$ cat src/rtl/fc_layer_engine.sv
// fc_layer_engine: sequential fully-connected layer, one MAC per cycle.
// Build option FC_ENGINE_RELU_EN clamps negative results to zero.
module fc_layer_engine #(
   parameter int IN_NUM   = 64,
   parameter int OUT_NUM  = 2,
   parameter int GROUPS   = 42,
   parameter int DATA_W   = 8,
   parameter int WEIGHT_W = 8,
   parameter int ACC_W    = 24,
   parameter int SHIFT    = 10,
   localparam int DA_W = (GROUPS * IN_NUM > 1) ? $clog2(GROUPS * IN_NUM) : 1,
   localparam int WA_W = (OUT_NUM * IN_NUM > 1) ? $clog2(OUT_NUM * IN_NUM) : 1,
   localparam int BA_W = (OUT_NUM > 1) ? $clog2(OUT_NUM) : 1,
   localparam int GW   = (GROUPS > 1) ? $clog2(GROUPS) : 1,
   localparam int IW   = (IN_NUM > 1) ? $clog2(IN_NUM) : 1
) (
   input  logic                       clk,
   input  logic                       rst_n,
   input  logic                       start,
   output logic                       busy,
   output logic                       done,
   output logic                       data_rd_en,
   output logic [DA_W-1:0]            data_addr,
   input  logic signed [DATA_W-1:0]   data_rd,
   output logic                       w_rd_en,
   output logic [WA_W-1:0]            w_addr,
   input  logic signed [WEIGHT_W-1:0] w_rd,
   output logic                       b_rd_en,
   output logic [BA_W-1:0]            b_addr,
   input  logic signed [ACC_W-1:0]    b_rd,
   output logic                       out_valid,
   input  logic                       out_ready,
   output logic signed [DATA_W-1:0]   out_data,
   output logic [GW-1:0]              out_group,
   output logic [BA_W-1:0]            out_idx
);

   typedef enum logic [2:0] {
      IDLE, BIAS, MAC, DRAIN, OUT, DONE
   } state_t;

   localparam int PW = DATA_W + WEIGHT_W;
   localparam logic signed [ACC_W-1:0] SMAX =
      ACC_W'((64'sd1 <<< (DATA_W - 1)) - 64'sd1);
   localparam logic signed [ACC_W-1:0] SMIN = ~SMAX;

   state_t                  state_q, state_d;
   logic [GW-1:0]           g_q, g_d;
   logic [BA_W-1:0]         o_q, o_d;
   logic [IW-1:0]           i_q, i_d;
   logic signed [ACC_W-1:0] acc_q, acc_d;

   logic signed [PW-1:0]     prod;
   logic signed [ACC_W-1:0]  prod_x;
   logic signed [ACC_W-1:0]  acc_sh;
   logic signed [DATA_W-1:0] res;
   logic [DA_W-1:0]          da;
   logic [WA_W-1:0]          wa;
   logic                     last_i, last_o, last_g;

   assign prod   = data_rd * w_rd;
   assign prod_x = ACC_W'(prod);
   assign acc_sh = acc_q >>> SHIFT;

   assign da = DA_W'(32'(g_q) * 32'(IN_NUM) + 32'(i_q));
   assign wa = WA_W'(32'(o_q) * 32'(IN_NUM) + 32'(i_q));

   assign last_i = (i_q == IW'(IN_NUM - 1));
   assign last_o = (o_q == BA_W'(OUT_NUM - 1));
   assign last_g = (g_q == GW'(GROUPS - 1));

   always_comb begin
      if (acc_sh > SMAX) begin
         res = SMAX[DATA_W-1:0];
      end else if (acc_sh < SMIN) begin
         res = SMIN[DATA_W-1:0];
      end else begin
         res = acc_sh[DATA_W-1:0];
      end
`ifdef FC_ENGINE_RELU_EN
      if (res[DATA_W-1]) begin
         res = '0;
      end
`endif
   end

   always_comb begin
      state_d    = state_q;
      g_d        = g_q;
      o_d        = o_q;
      i_d        = i_q;
      acc_d      = acc_q;
      busy       = (state_q != IDLE);
      done       = 1'b0;
      data_rd_en = 1'b0;
      w_rd_en    = 1'b0;
      b_rd_en    = 1'b0;
      data_addr  = '0;
      w_addr     = '0;
      b_addr     = '0;
      out_valid  = 1'b0;
      out_data   = '0;
      out_group  = '0;
      out_idx    = '0;
      unique case (state_q)
         IDLE: begin
            if (start) begin
               g_d     = '0;
               o_d     = '0;
               i_d     = '0;
               state_d = BIAS;
            end
         end
         BIAS: begin
            b_rd_en = 1'b1;
            b_addr  = o_q;
            i_d     = '0;
            state_d = MAC;
         end
         MAC: begin
            data_rd_en = 1'b1;
            w_rd_en    = 1'b1;
            data_addr  = da;
            w_addr     = wa;
            // product of request i-1 lands while request i issues
            if (i_q == '0) begin
               acc_d = b_rd;
            end else begin
               acc_d = acc_q + prod_x;
            end
            if (last_i) begin
               i_d     = '0;
               state_d = DRAIN;
            end else begin
               i_d = i_q + 1'b1;
            end
         end
         DRAIN: begin
            acc_d   = acc_q + prod_x;
            state_d = OUT;
         end
         OUT: begin
            out_valid = 1'b1;
            out_data  = res;
            out_group = g_q;
            out_idx   = o_q;
            if (out_ready) begin
               if (last_o) begin
                  o_d = '0;
                  if (last_g) begin
                     state_d = DONE;
                  end else begin
                     g_d     = g_q + 1'b1;
                     state_d = BIAS;
                  end
               end else begin
                  o_d     = o_q + 1'b1;
                  state_d = BIAS;
               end
            end
         end
         DONE: begin
            done    = 1'b1;
            state_d = IDLE;
         end
         default: state_d = IDLE;
      endcase
   end

   always_ff @(posedge clk or negedge rst_n) begin
      if (!rst_n) begin
         state_q <= IDLE;
         g_q     <= '0;
         o_q     <= '0;
         i_q     <= '0;
         acc_q   <= '0;
      end else begin
         state_q <= state_d;
         g_q     <= g_d;
         o_q     <= o_d;
         i_q     <= i_d;
         acc_q   <= acc_d;
      end
   end

endmodule

$ cat config.mk
export PLATFORM = sky130hd
export DESIGN_NAME = fc_layer_engine
export DESIGN_NICKNAME = d
export VERILOG_FILES = /design/src/rtl/fc_layer_engine.sv
export SDC_FILE = /design/constraint.sdc
export NUM_CORES = 1
export LEC_CHECK = 0
export CAP_MARGIN = 40
export CELL_PAD_IN_SITES_DETAIL_PLACEMENT = 1
export CELL_PAD_IN_SITES_GLOBAL_PLACEMENT = 1
export CORE_MARGIN = 2
export CORE_UTILIZATION = 30
export CTS_CLUSTER_DIAMETER = 100
export DETAILED_ROUTE_END_ITERATION = 10
export GPL_TIMING_DRIVEN = 0
export PLACE_DENSITY = 0.71
export SYNTH_ARGS = -nofsm -noshare
export SYNTH_HDL_FRONTEND = slang
export SYNTH_SLANG_ARGS = --single-unit
$ cat constraint.sdc
create_clock -name clk -period 4.5 [get_ports clk]
set_input_delay 0.9 -clock clk [delete_from_list [all_inputs] [get_ports clk]]
set_output_delay 0.9 -clock clk [all_outputs]
set_load 0.01 [all_outputs]
# --- Word level (Yosys, flattened, before mapping) ---
# Cells that the tools add are included.
word_totals:
  regBits: 40
  in_bits: 44
  word_cells: 67
  out_inout_bits: 41
op_classes:
  multipliers: 1
  reduce_logical: 10
  n_mux: 31
  n_eq_ne: 12
  n_lt_le_gt_ge: 2
  add_sub_neg: 6
op_table:
  columns: ["operator", "count"]
  rows:
  - ["case mux 24 bit (2 select lines)", 1]
  - ["two-way mux 6 bit", 6]
  - ["adder 24 x 16 -> 24 bit", 1]
  - ["two-way mux 24 bit", 1]
  - ["two-way mux 8 bit", 3]
  - ["case mux 6 bit (3 select lines)", 1]
  - ["multiplier 8 x 8 -> 16 bit", 1]
  - ["two-way mux 3 bit", 5]
  - ["case mux 3 bit (5 select lines)", 1]
  - ["> comparator 14 x 8 -> 1 bit, second input constant", 1]
  - ["less-than comparator 14 x 8 -> 1 bit, second input constant", 1]
  - ["adder 12 x 6 -> 12 bit", 1]
  - ["adder 6 x 1 -> 6 bit, second input constant", 2]
  - ["equality test 6 bit, second input constant", 2]
  - ["two-way mux 12 bit", 1]
  - ["case mux 6 bit (2 select lines)", 1]
  - ["!= test 2 bit, second input constant", 5]
  - ["two-way mux 1 bit", 9]
  - ["adder 7 x 6 -> 7 bit", 1]
  - ["two-way mux 7 bit", 1]
  - ["equality test 3 x 2 -> 1 bit, second input constant", 2]
  - ["equality test 3 bit, second input constant", 2]
  - ["logical NOT 6 bit", 1]
  - ["AND reduction 3 bit", 2]
  - ["8 further kinds", 10]

# --- Logic depth before layout (Yosys ltp) ---
# Gate-level depths: netlist of the first run.
logic_depth:
  ltp_word: 5
  mapped_depth: 19
  mapped_depth_nobuf: 19

# --- Worst setup path before layout of the first run ---
# No wires, ideal clock.
synth_path:
  kind: "input port to flip-flop"
  startpoint: "input port w_rd[1]"
  endpoint: "register acc_q[19]"
  required_ps: 4371
  path_slack_ps: -1411
  path_stages: 16
  path_buffers: 2
  t_arrival_ps: 5782
  setup_time_ps: 129
  cell_sequence: "clkbuf_1 > and2_1 > fa_1 > fa_1 > fa_1 > fa_1 > ha_1 > ha_1 > buf_6 > o21ai_1 > a21oi_1 > o41ai_4 > nand2_1 > a21bo_1 > a2111oi_2 > nor2_1"
synth_via:
  elab_chain_len: 4
synth_rtl:
  columns: ["element", "line_no", "source"]
  rows:
  - ["from (decl)", "27", "input logic signed [WEIGHT_W-1:0] w_rd,"]
  - ["multiplier 8 x 8 -> 16 bit *", "61", "assign prod = data_rd * w_rd;"]
  - ["adder 24 x 16 -> 24 bit *", "129, 139", null]
  - ["two-way mux 24 bit", "126", "if (i_q == '0) begin"]
  - ["case mux 24 bit (2 select lines) *", "105", "unique case (state_q)"]
  - ["to (signal assigned)", "176", "acc_q <= '0;"]
  - ["to (signal assigned)", "182", "acc_q <= acc_d;"]
  - ["to (decl)", "51", "logic signed [ACC_W-1:0] acc_q, acc_d;"]
# Mark *: on every way between the ends. The rest lies on a longest branch, timed or not.
# A chain may end at the register's enable or synchronous reset.

# --- Final worst setup path of the first run ---
layout_path:
  startpoint: "input port w_rd[0]"
  endpoint: "register acc_q[23]"
# Same word-level chain as after synthesis.

==> results.md, run 1 <==
Run status:
- The run finished, with violations left.
- The final reports fail on setup timing.

Place:
- Prior to clock tree synthesis, the placed netlist has a worst setup slack of -1.98 ns.
- The count of port buffers added during placement is 83.
- The number of cells in the design after placement is ~1100.
- At the end of routability-driven placement, the weighted congestion stood at roughly 0.8.
- The post-detailed-placement half-perimeter wirelength is roughly 15000 um.
- After detailed placement, the total cell area comes to 7850 um2.

Synthesis:
- The number of synthesized flops with an enable pin is 0.
- Of all flip-flops after synthesis, the portion carrying an async set or reset was 100%.
- The number of different library cells in the post-synthesis netlist is 57.
- The cell accounting for the most synthesized area is sky130_fd_sc_hd__fa_1.
- Synthesis produced a netlist whose cell count is 710.
- The number of synthesized register bits is 40.
- The yosys synthesis warning count is 0.
- The most instantiated flip-flop cell in the synthesis netlist is sky130_fd_sc_hd__dfrtp_1.
- The synthesized area per cell is 9.21 um2.
- The top cell type by area accounts for a little under a third of the synthesized area.
- Counting every net in the synthesized netlist gives approximately 920.
- The mapped netlist covers ~6500 um2.
- For this run, the register share of the synthesized area comes to roughly 15%.
- Yosys attributes the largest share of cell area to sky130_fd_sc_hd__fa_1 (32%), sky130_fd_sc_hd__dfrtp_1 (15%), sky130_fd_sc_hd__ha_1 (11%).

Clock network:
- The buffer depth of the longest clock path is 2.
- The count of hold buffers inserted by post-cts repair is 0.
- The number of levels the H-tree was split into is 2.
- The cell at the root of the clock tree is sky130_fd_sc_hd__clkbuf_16.
- The clock tree from TritonCTS is done.
- The clock transition at the register clock pins on the worst setup and hold paths after CTS is 0.07 ns.
- The number of clock buffers added by TritonCTS is 5.
- The clock insertion delay at the later pin of the skew report is 0.29 ns.
- The tree built by TritonCTS fans out to 40 sinks.

Final layout:
- The library cell used most frequently in the layout, excluding fill and tap cells, is sky130_fd_sc_hd__fa_1.
- After filler insertion, the fill cell instance count of the layout stands at 2484.
- The number of non-filler instances in the completed layout is approximately 1100.
- The antenna diode count is 0.
- The multi-input gate area in the final layout is 5600 um2.
- The area used by sequential logic in the layout is approximately 1000 um2.
- From synthesis to final layout, the design area changed by 37.1%.
- The post-route cell area is between 8000 and 9000 um2.
- For this run, the post-layout net count is 1054.
- Cells fill 41.5% of the core in the end.
- The fraction of final layout cells sized beyond drive strength 1 is roughly a quarter.
- In the layout the commonest cells are sky130_fd_sc_hd__fa_1 (98), sky130_fd_sc_hd__inv_1 (89), sky130_fd_sc_hd__nand2_1 (73).

Detailed routing:
- The first detailed-routing pass took 5 iterations.
- Wires add up to 19700 um.
- Using the TritonRoute via totals, the vias-per-cell ratio works out to 4.81.
- The detailed router placed 5425 vias in this run.
- In the routed design, unresolved DRC markers number 0.
- The iteration-0 DRC count of the detailed router is 165.
- In the final routed layout, each cell accounts on average for about 17 um.
- In this run the remaining antenna-violating nets after routing total 0.

Setup path:
- The worst setup path is captured at a flop.
- The critical path class is input port to flop.
- The data arrival time of the critical path is between 5 and 6 ns.
- The minimum setup slack among reg-to-reg paths is -0.24 ns.
- The largest fanout on the critical path is 5.
- The required time at the endpoint of the critical path is 4.68 ns.
- STA classifies the critical path startpoint as an input port.

Timing:
- The final number of max-transition violations is 0.
- The minimum clock period is 5.16 ns.
- For the pin with the worst max-slew slack, the measured transition is between 0.6 and 0.7 ns.
- Across the routed clock network, the largest skew measured is about 0.0076 ns.
- The final number of hold-violating endpoints is 0.
- The number of failing setup endpoints in the final timing report is 17.
- Setup repair after global routing could not meet its margin everywhere.
- The top achievable clock speed is roughly 0.19 GHz.
- The max-slew headroom at the worst pin is between 50% and 60%.
- The final worst setup slack is -0.658 ns.
- The worst path uses 115% of the clock period.

Global route:
- Global routing finished with a remaining overflow of 0.
- Entering global routing, the biggest net connects 27 pins.
- The initial antenna violation count is 0.
- The first global-routing pass estimated between 30000 and 40000 um of wire.
- The global router's overall resource usage is between 10% and 20%.
- The number of global-route vias before repair is between 6000 and 7000.

Floorplanning:
- The die is between 150 and 200 um wide.
- The starting density of the core is between 30% and 40%.
- The I/O pin count is 85.
- In this run the standard cell core region covers ~22000 um2.
- The floorplan has 54 rows.
- The floorplan die area is around 23000 um2.
- The vertical extent of the die is approximately 150 um.

Flow run:
- Max-cap violations in this run came to 0.

Hold path:
- The path class of the tightest hold or removal check is flop to flop.
==> cell usage after synthesis (all sizes together) (3+ instances only) <==
master / count
ha: 58
o41ai: 3
o22ai: 3
nor2: 59
xor2: 10
a31oi: 13
and2: 51
a21o: 4
nand2: 81
nor3: 10
a211oi: 4
o21ai: 29
a21oi: 36
nand2b: 4
fa: 104
dfrtp: 40
o21bai: 3
nand3: 11
mux2i: 4
nand4: 5
and3: 10
buf: 16
clkbuf: 10
nor4: 3
xnor2: 16
inv: 102
==> per-stage QoR <==
step / hold WS (ns) / TNS (ns)
floorplan: 0.450 / -7.54
global route: 0.549 / -10.43
global placement: 0.467 / -26.71
finish: 0.501 / -8.02
detailed placement: 0.492 / -28.47
CTS: 0.507 / -7.70
==> layout make-up <==
cell class / count / share of cell area, %
clock buffer: 6 / 1.55
buffer: 25 / 1.98
inverter: 103 / 4.55
clock inverter: 2 / 0.112
multi-input combinational: 541 / 62.5
timing repair buffer: 132 / 14.3
tap: 280 / 3.91
sequential: 40 / 11.2
==> flip-flops by register name (all words and copies together) (netlist names) <==
signal,flops
acc_q,24
g_q,6
i_q,6
state_q,3
last_o,1
==> per-layer routing <==
layer | vias to the layer above | GRT usage (%) | part of all wire, %
met3 | 27 | 3.14 | 3.7
li1 | 2555 | - | -
met1 | 2737 | 22.4 | 43
met2 | 106 | 31.4 | 51
met5 | - | 0 | 0
met4 | 0 | 4.95 | 2.6
==> final timing paths <==
kind | startpoint | to | depth (start not counted)
worst max-delay path | w_rd[0] | acc_q[23] | 20
worst min-delay path | acc_q[6] | acc_q[6] | 2
worst max register to register | acc_q[4] | acc_q[22] | 18
worst min register to register | acc_q[6] | acc_q[6] | 2
max in group asynchronous | rst_n | acc_q[7] | 2
min in group asynchronous | rst_n | g_q[3] | 1
==> critical path: stages <==
cell and delay (ns):
sky130_fd_sc_hd__buf_12 0.11, sky130_fd_sc_hd__and2_4 0.17, sky130_fd_sc_hd__buf_8 0.13, sky130_fd_sc_hd__buf_6 0.12, sky130_fd_sc_hd__fa_1 0.48, sky130_fd_sc_hd__inv_1 0.06
sky130_fd_sc_hd__fa_1 0.50, sky130_fd_sc_hd__inv_1 0.05, sky130_fd_sc_hd__fa_1 0.51, sky130_fd_sc_hd__fa_1 0.47, sky130_fd_sc_hd__ha_1 0.36, sky130_fd_sc_hd__ha_4 0.27
sky130_fd_sc_hd__nand4_1 0.13, sky130_fd_sc_hd__nor3_2 0.06, sky130_fd_sc_hd__a21oi_2 0.23, sky130_fd_sc_hd__a21oi_2 0.13, sky130_fd_sc_hd__buf_4 0.16, sky130_fd_sc_hd__o41ai_4 0.25
sky130_fd_sc_hd__xnor2_2 0.16, sky130_fd_sc_hd__o21ai_2 0.06
==> repair_timing <==
item,CTS,global route
endpoints found under the setup margin,19,18
buffers inserted,34,18
pin swaps,66,52
resized for setup,150,65
==> cell families after synthesis <==
logic type	share of synthesized area, %
muxes	0.612
and+or+nand+nor	18.7
adders and majority gates	42.9
xor gates and xnor gates	3.48
AOI/OAI and AO/OA	10.5
DFF	15.3
buffers and inverters	8.46
Power of run 1 is left out: the tool's default activity adds up to more than one toggle a clock period on the data nets, which glitch-free logic cannot reach.
==> run 2, diff against run 1 <==
--- a/config.mk
+++ b/config.mk
@@ -10,6 +10,7 @@
 export CELL_PAD_IN_SITES_GLOBAL_PLACEMENT = 1
 export CORE_MARGIN = 2
 export CORE_UTILIZATION = 30
+export CTS_BUF_LIST = sky130_fd_sc_hd__clkbuf_2 sky130_fd_sc_hd__clkbuf_4 sky130_fd_sc_hd__clkbuf_8
 export CTS_CLUSTER_DIAMETER = 100
 export DETAILED_ROUTE_END_ITERATION = 10
 export GPL_TIMING_DRIVEN = 0
==> run 2 against run 1 <==
Compared with the run above:
- the run still ends with setup timing left
- non-clock buffer count down 3
- final area shrank 1.6%
- register-to-register slack improved by 0.04 ns
- critical path depth is 3 lower
- utilization shrank 0.65 points
- sequential cell count unchanged
- clock skew is 0.0025 ns higher
- worst hold slack improved by 0.010 ns
==> results.md, run 2 (same netlist as run 1, synthesis figures left out) <==
Clock network:
- The number of levels the H-tree was split into is 2 (unchanged).
- The clock insertion delay at the later pin of the skew report is 0.31 ns (+0.02 ns).
- TritonCTS built the clock tree.
- The clock transition at the register clock pins on the worst setup and hold paths after CTS is 0.08 ns (about the same).
- The buffer depth of the longest clock path was 2 (unchanged).
- The tree is rooted in a sky130_fd_sc_hd__clkbuf_8.
- The number of clock sinks is 40 (unchanged).
- The CTS buffer count is 5 (unchanged).

Floorplanning:
- The vertical extent of the die is 152 um (unchanged).
- The starting density of the core is 30.2% (unchanged).
- The floorplan die area was 23000 um2 (unchanged).
- The width of the chip is 152 um (unchanged).
- The total core area is 21600 um2 (unchanged).
- The number of rows created at floorplan was 54 (unchanged).
- The I/O pin count is 85 (unchanged).

Detailed routing:
- The post-detailed-route DRC marker count is 0 (unchanged).
- The number of detailed-route iterations in the first pass is 4 (-1).
- The final routed wire length divided by cell count is 17.4 um (about the same).
- The post-detailed-route via-to-cell ratio came to 4.80 (about the same).
- The wire length after detailed routing is 19600 um (-0.30%).
- The iteration-0 DRC count of the detailed router is 171 (+3.6%).
- The total number of vias is 5406 (-0.35%).
- The antenna violation net count after detailed routing is 0 (unchanged).

Global route:
- The global router's overall resource usage is 17.8% (-0.027 points).
- The initial antenna violation count is 0 (unchanged).
- The number of global-route vias before repair is 6149 (-0.16%).
- The total grt overflow is 0 (unchanged).
- The largest net degree at the start of global routing is 27 (unchanged).
- The global-route wire length before repair is 32000 um (-0.13%).

Timing:
- The final worst setup slack is -0.639 ns (+0.0189 ns).
- The pin slew with the least headroom to its limit is 0.695 ns (+0.0473 ns).
- The final number of max-transition violations is 0 (unchanged).
- The final worst-path cycle share was 114% (-0.42 points).
- The final number of hold-violating endpoints is 0 (unchanged).
- Setup repair after global routing could not meet its margin everywhere.
- The minimum clock period is 5.14 ns (-0.0189 ns).
- The worst hold-check slack is 0.511 ns (+0.0104 ns).
- The max-slew headroom at the worst pin came to 53.4% (-3.2 points).
- The number of failing setup endpoints in the final timing report is 16 (-1).
- The top achievable clock speed is 0.195 GHz (+0.37%).
- The worst setup skew after layout is 0.0101 ns (+0.00252 ns).

Final layout:
- The fraction of final layout cells sized beyond drive strength 1 is 23.2% (-1.2 points).
- The utilization after layout is 40.8% (-0.65 points).
- The antenna diode count was 0 (unchanged).
- The flip-flop count of the largest register after layout was 24 (unchanged).
- The library cell used most frequently in the layout, excluding fill and tap cells, is sky130_fd_sc_hd__fa_1.
- The net total in the final layout came to 1051 (-0.28%).
- The largest register by flop count is acc_q.
- The largest registers in the layout are acc_q (24), g_q (6), i_q (6).
- The number of non-filler instances in the completed layout came to 1126 (-0.27%).
- The growth of design area from synthesis to finish is 35.0%.
- In the layout the commonest cells are sky130_fd_sc_hd__fa_1 (95), sky130_fd_sc_hd__inv_1 (90), sky130_fd_sc_hd__nand2_1 (75).

Setup path:
- The type of element capturing the critical path is a flop.
- The most numerous cell type found on the critical path is sky130_fd_sc_hd__fa_1.
- Traced cell by cell, the critical path runs through buf_12 > and2_4 > buf_8 > buf_6 > fa_1 > fa_1 > fa_1 > fa_1 > ha_1 > ha_4 > nand4_1 > o2111ai_2 > a41oi_2 > o21ai_2 > a21oi_2 > xor2_1 > a31oi_1.
- The critical path class is input port to flop.
- The number of buffers and inverters on the critical path is 3 (-3).
- STA classifies the critical path startpoint as an input port.
- The required time at the endpoint of the critical path came to 4.66 ns (-0.02 ns).
- The slowest cell on the critical path is sky130_fd_sc_hd__fa_1.
- In this design, the largest share of critical-path delay is due to adder cells.
- The largest incremental delay on the critical path is 0.55 ns (+0.04 ns).
- The data arrival time of the critical path is 5.29 ns (-0.04 ns).
- The largest fanout on the critical path was 7 (+2).

Place:
- The post-detailed-placement half-perimeter wirelength is 14900 um (unchanged).
- The final weighted congestion in routability-driven placement came to 0.812 (unchanged).
- The number of cells in the design after placement was 1074 (unchanged).
- The count of port buffers added during placement is 83 (unchanged).

Run status:
- The checks that failed: setup timing.
- The run finished, with violations left.

Flow run:
- The number of max-cap violations is 0 (unchanged).

Hold path:
- The class of the most critical hold timing path is input port to asynchronous set/reset pin.
run 2: changes by cell type in the layout (fill, tap and decap cells not counted), sizes merged:
cell  previous run  this run
buf             80        77
run 2: metrics by stage:
| step | cell area, um2 | TNS, ns | setup slack (ns) |
|---|---|---|---|
| after floorplan | 6650 | -7.54 | -0.732 |
| after global placement | 7830 | -26.71 | -1.86 |
| after detailed placement | 7850 | -28.47 | -1.98 |
| after CTS | 8570 | -6.61 | -0.625 |
| after global routing | 8830 | -10.04 | -0.809 |
| final | 8830 | -7.34 | -0.639 |
run 2: layout make-up:
| cell class | count | area (um2) |
|---|---|---|
| buffer | 26 | 183 |
| clock buffer | 6 | 82.6 |
| clock inverter | 2 | 10.0 |
| fill | 2507 | 12800 |
| inverter | 103 | 405 |
| multi-input combinational | 541 | 5530 |
| sequential | 40 | 1000 |
| tap | 280 | 350 |
| timing repair buffer | 128 | 1270 |
run 2: final timing paths:
kind / start / endpoint / slack (ns) / cells past startpoint
worst max-delay path: w_rd[0] / acc_q[20] / -0.64 / 17
min in group clk: acc_q[6] / acc_q[6] / 0.51 / 2
max in group asynchronous: rst_n / acc_q[7] / 3.49 / 2
worst max register to register: acc_q[4] / acc_q[18] / -0.20 / 19
worst min register to register: acc_q[6] / acc_q[6] / 0.51 / 2
worst min-delay path: rst_n / g_q[3] / 0.51 / 1
run 2: worst register-to-register path: cells and delay by family (launching register included):
| kind | cells | cell delay [ns] |
|---|---|---|
| buf+inv | 5 | 0.47 |
| fa+ha+maj | 7 | 2.73 |
| flops | 1 | 0.35 |
| xor+xnor | 1 | 0.18 |
| compound gates | 5 | 0.86 |
| simple gates | 1 | 0.04 |
run 2: repair_timing:
action                     CTS  global route
hold buffers                 0             0
resized for setup          166            37
setup endpoints to repair   19            17
hold endpoints to repair     0             0
setup buffers               32            12
pin swaps                   73            45
gates cloned                 0             0
run 2: layer usage:
metal,global-route usage (%),part of all wire [%]
met5,0,0
met1,22.4,43
met3,3.08,4.0
met4,4.68,2.2
met2,31.5,51
Power of run 2 is left out for the same reason.
==> run 3, diff against run 2 <==
--- a/config.mk
+++ b/config.mk
@@ -15,6 +15,7 @@
 export DETAILED_ROUTE_END_ITERATION = 10
 export GPL_TIMING_DRIVEN = 0
 export PLACE_DENSITY = 0.71
+export REMOVE_ABC_BUFFERS = 1
 export SYNTH_ARGS = -nofsm -noshare
 export SYNTH_HDL_FRONTEND = slang
 export SYNTH_SLANG_ARGS = --single-unit
==> run 3 against run 2 <==
Compared with the run above:
- the flow still finishes with violations (setup timing)
- die area stayed put
- count of clock-buffer cells in the layout stayed put
- critical path depth is 1 higher
- register-to-register slack worse by 0.09 ns
- worst hold slack better by 0.018 ns
- global-route usage is 0.051 points lower
- highest routed layer unchanged
- wire length is 0.74% higher
- via count hardly changed
- utilization is 0.25 points lower
- worst setup slack worse by 0.20 ns
==> results.md, run 3 (same netlist as run 1, synthesis figures left out) <==
Run status:
- The run finished, with violations left.
- The final reports fail on setup timing.

Floorplanning:
- The starting density of the core was 30.2% (unchanged).
- The width of the chip is 152 um (unchanged).
- The I/O pin count is 85 (unchanged).
- The number of rows created at floorplan came to 54 (unchanged).
- The floorplan die area is 23000 um2 (unchanged).
- The total core area was 21600 um2 (unchanged).
- The vertical extent of the die is 152 um (unchanged).

Timing:
- The minimum clock period came to 5.34 ns (+0.197 ns).
- The max-slew headroom at the worst pin is 43.9% (-9.5 points).
- The setup total negative slack came to -9.24 ns (-1.90 ns).
- The final worst setup slack is -0.837 ns (-0.197 ns).
- Setup repair after global routing could not meet its margin everywhere.
- The final number of max-transition violations was 0 (unchanged).
- The number of failing setup endpoints in the final timing report was 16 (unchanged).
- The worst setup skew after layout was 0.00638 ns (-0.00376 ns).
- The final number of hold-violating endpoints is 0 (unchanged).
- The final worst-path cycle share came to 119% (+4.4 points).
- The top achievable clock speed is 0.187 GHz (-3.7%).
- The pin slew with the least headroom to its limit is 0.840 ns (+0.145 ns).

Final layout:
- Leaving out fill and tap cells, the most frequent cell in the layout is sky130_fd_sc_hd__fa_1.
- In the layout the commonest cells are sky130_fd_sc_hd__fa_1 (97), sky130_fd_sc_hd__inv_1 (93), sky130_fd_sc_hd__nand2_1 (75).
- The largest registers in the layout are acc_q (24), g_q (6), i_q (6).
- Counting flops per register, the top entry is acc_q.
- The net total in the final layout was 1028 (-2.2%).
- The utilization after layout is 40.6% (-0.25 points).
- The fraction of final layout cells sized beyond drive strength 1 is 23.0% (-0.20 points).
- Compared with the post-synthesis result, the final layout area differs by 34.1%.
- The fill cell total of the finished layout is 2493 (-0.56%).
- The antenna diode count came to 0 (unchanged).
- The post-route cell area is 8770 um2 (-0.61%).
- The flip-flop count of the largest register after layout is 24 (unchanged).

Detailed routing:
- The post-detailed-route DRC marker count is 0 (unchanged).
- The post-detailed-route via-to-cell ratio is 4.90 (+2.0%).
- The iteration-0 DRC count of the detailed router is 150 (-12%).
- The total number of vias is 5403 (-0.055%).
- The final routed wire length divided by cell count is 17.9 um (+2.8%).
- The wire length after detailed routing was 19800 um (+0.74%).
- The antenna violation net count after detailed routing is 0 (unchanged).
- The number of detailed-route iterations in the first pass is 4 (unchanged).

Clock network:
- The number of levels the H-tree was split into came to 2 (unchanged).
- The clock insertion delay at the later pin of the skew report was 0.30 ns (about the same).
- The count of hold buffers inserted by post-cts repair is 0 (unchanged).
- The cell at the root of the clock tree is sky130_fd_sc_hd__clkbuf_8.
- The clock transition at the register clock pins on the worst setup and hold paths after CTS came to 0.09 ns (about the same).
- The buffer depth of the longest clock path is 2 (unchanged).
- The number of clock sinks is 40 (unchanged).
- The CTS buffer count was 5 (unchanged).
- TritonCTS built the clock tree.

Global route:
- The initial antenna violation count was 0 (unchanged).
- The global-route wire length before repair is 32300 um (+0.80%).
- The largest net degree at the start of global routing is 36 (+33%).
- The global router's overall resource usage is 17.7% (-0.051 points).
- The number of global-route vias before repair was 6109 (-0.65%).
- The total grt overflow is 0 (unchanged).

Place:
- The worst setup timing slack at the placement stage is -2.22 ns (-0.239 ns).
- The final weighted congestion in routability-driven placement came to 0.836 (+3.0%).
- The post-detailed-placement half-perimeter wirelength is 14800 um (-0.68%).
- The area after detailed placement is 7610 um2 (-3.0%).
- The count of port buffers added during placement is 84 (+1.2%).

Setup path:
- The data arrival time of the critical path came to 5.52 ns (+0.23 ns).
- By startpoint and endpoint, the worst setup path is classified as input port to flop.
- The required time at the endpoint of the critical path is 4.69 ns (+0.03 ns).
- The category of the worst setup path launch point is an input port.
- The worst setup path is captured at a flop.
- The largest fanout on the critical path was 6 (-1).

Flow run:
- The number of max-cap violations came to 0 (unchanged).

Hold path:
- The tightest min-delay check is of the flop to flop type.
## run 3: path summary, 6_finish.rpt
path / to / slack (ns) / cells past startpoint / from
min: i_q[0] / 0.53 / 1 / i_q[0]
min reg2reg: i_q[0] / 0.53 / 1 / i_q[0]
max in group asynchronous: acc_q[4] / 3.44 / 2 / rst_n
min in group asynchronous: g_q[1] / 0.55 / 1 / rst_n
max reg2reg: acc_q[18] / -0.29 / 18 / acc_q[6]
max: acc_q[23] / -0.84 / 18 / data_rd[7]
## run 3: cell type report
class / instances / area, um2 / share of cell area, %
Sequential cell: 40 / 1000 / 11.4
Tap cell: 280 / 350 / 3.99
Clock inverter: 2 / 35.0 / 0.399
Inverter: 103 / 403 / 4.59
Multi-Input combinational cell: 541 / 5660 / 64.5
Clock buffer: 6 / 76.3 / 0.870
Timing Repair Buffer: 131 / 1250 / 14.3
## run 3: critical path, stage by stage
cell and delay, ns:
sky130_fd_sc_hd__buf_12 0.12, sky130_fd_sc_hd__and2_4 0.15, sky130_fd_sc_hd__fa_2 0.58, sky130_fd_sc_hd__clkinvlp_4 0.12, sky130_fd_sc_hd__buf_6 0.13, sky130_fd_sc_hd__fa_2 0.57, sky130_fd_sc_hd__clkinvlp_4 0.14, sky130_fd_sc_hd__buf_12 0.15
sky130_fd_sc_hd__fa_1 0.49, sky130_fd_sc_hd__fa_1 0.46, sky130_fd_sc_hd__ha_4 0.30, sky130_fd_sc_hd__ha_4 0.20, sky130_fd_sc_hd__a21o_1 0.23, sky130_fd_sc_hd__a21oi_4 0.20, sky130_fd_sc_hd__o21ai_4 0.09, sky130_fd_sc_hd__o41ai_4 0.41
sky130_fd_sc_hd__xnor2_2 0.19, sky130_fd_sc_hd__o21ai_2 0.08
## run 3: stage by stage
step / std cells / hold WS, ns
after floorplan: 684 / 0.450
after global placement: 1048 / 0.507
after detailed placement: 1051 / 0.520
after CTS: 1090 / 0.534
after global routing: 1103 / 0.557
final: 1103 / 0.529
## run 3: layer usage
layer	global-route usage [%]	routed length, um	vias up
li1	-	-	2498
met1	23.5	8570	2799
met2	31.7	10500	86
met3	1.86	463	20
met4	2.96	201	0
met5	0	0	-
## run 3: repair_timing
action / in CTS / in global routing
buffers inserted: 33 / 16
setup endpoints to repair: 19 / 17
resized for setup: 203 / 34
gates cloned: 0 / 0
pin swaps: 82 / 54
Power of run 3 is left out for the same reason.
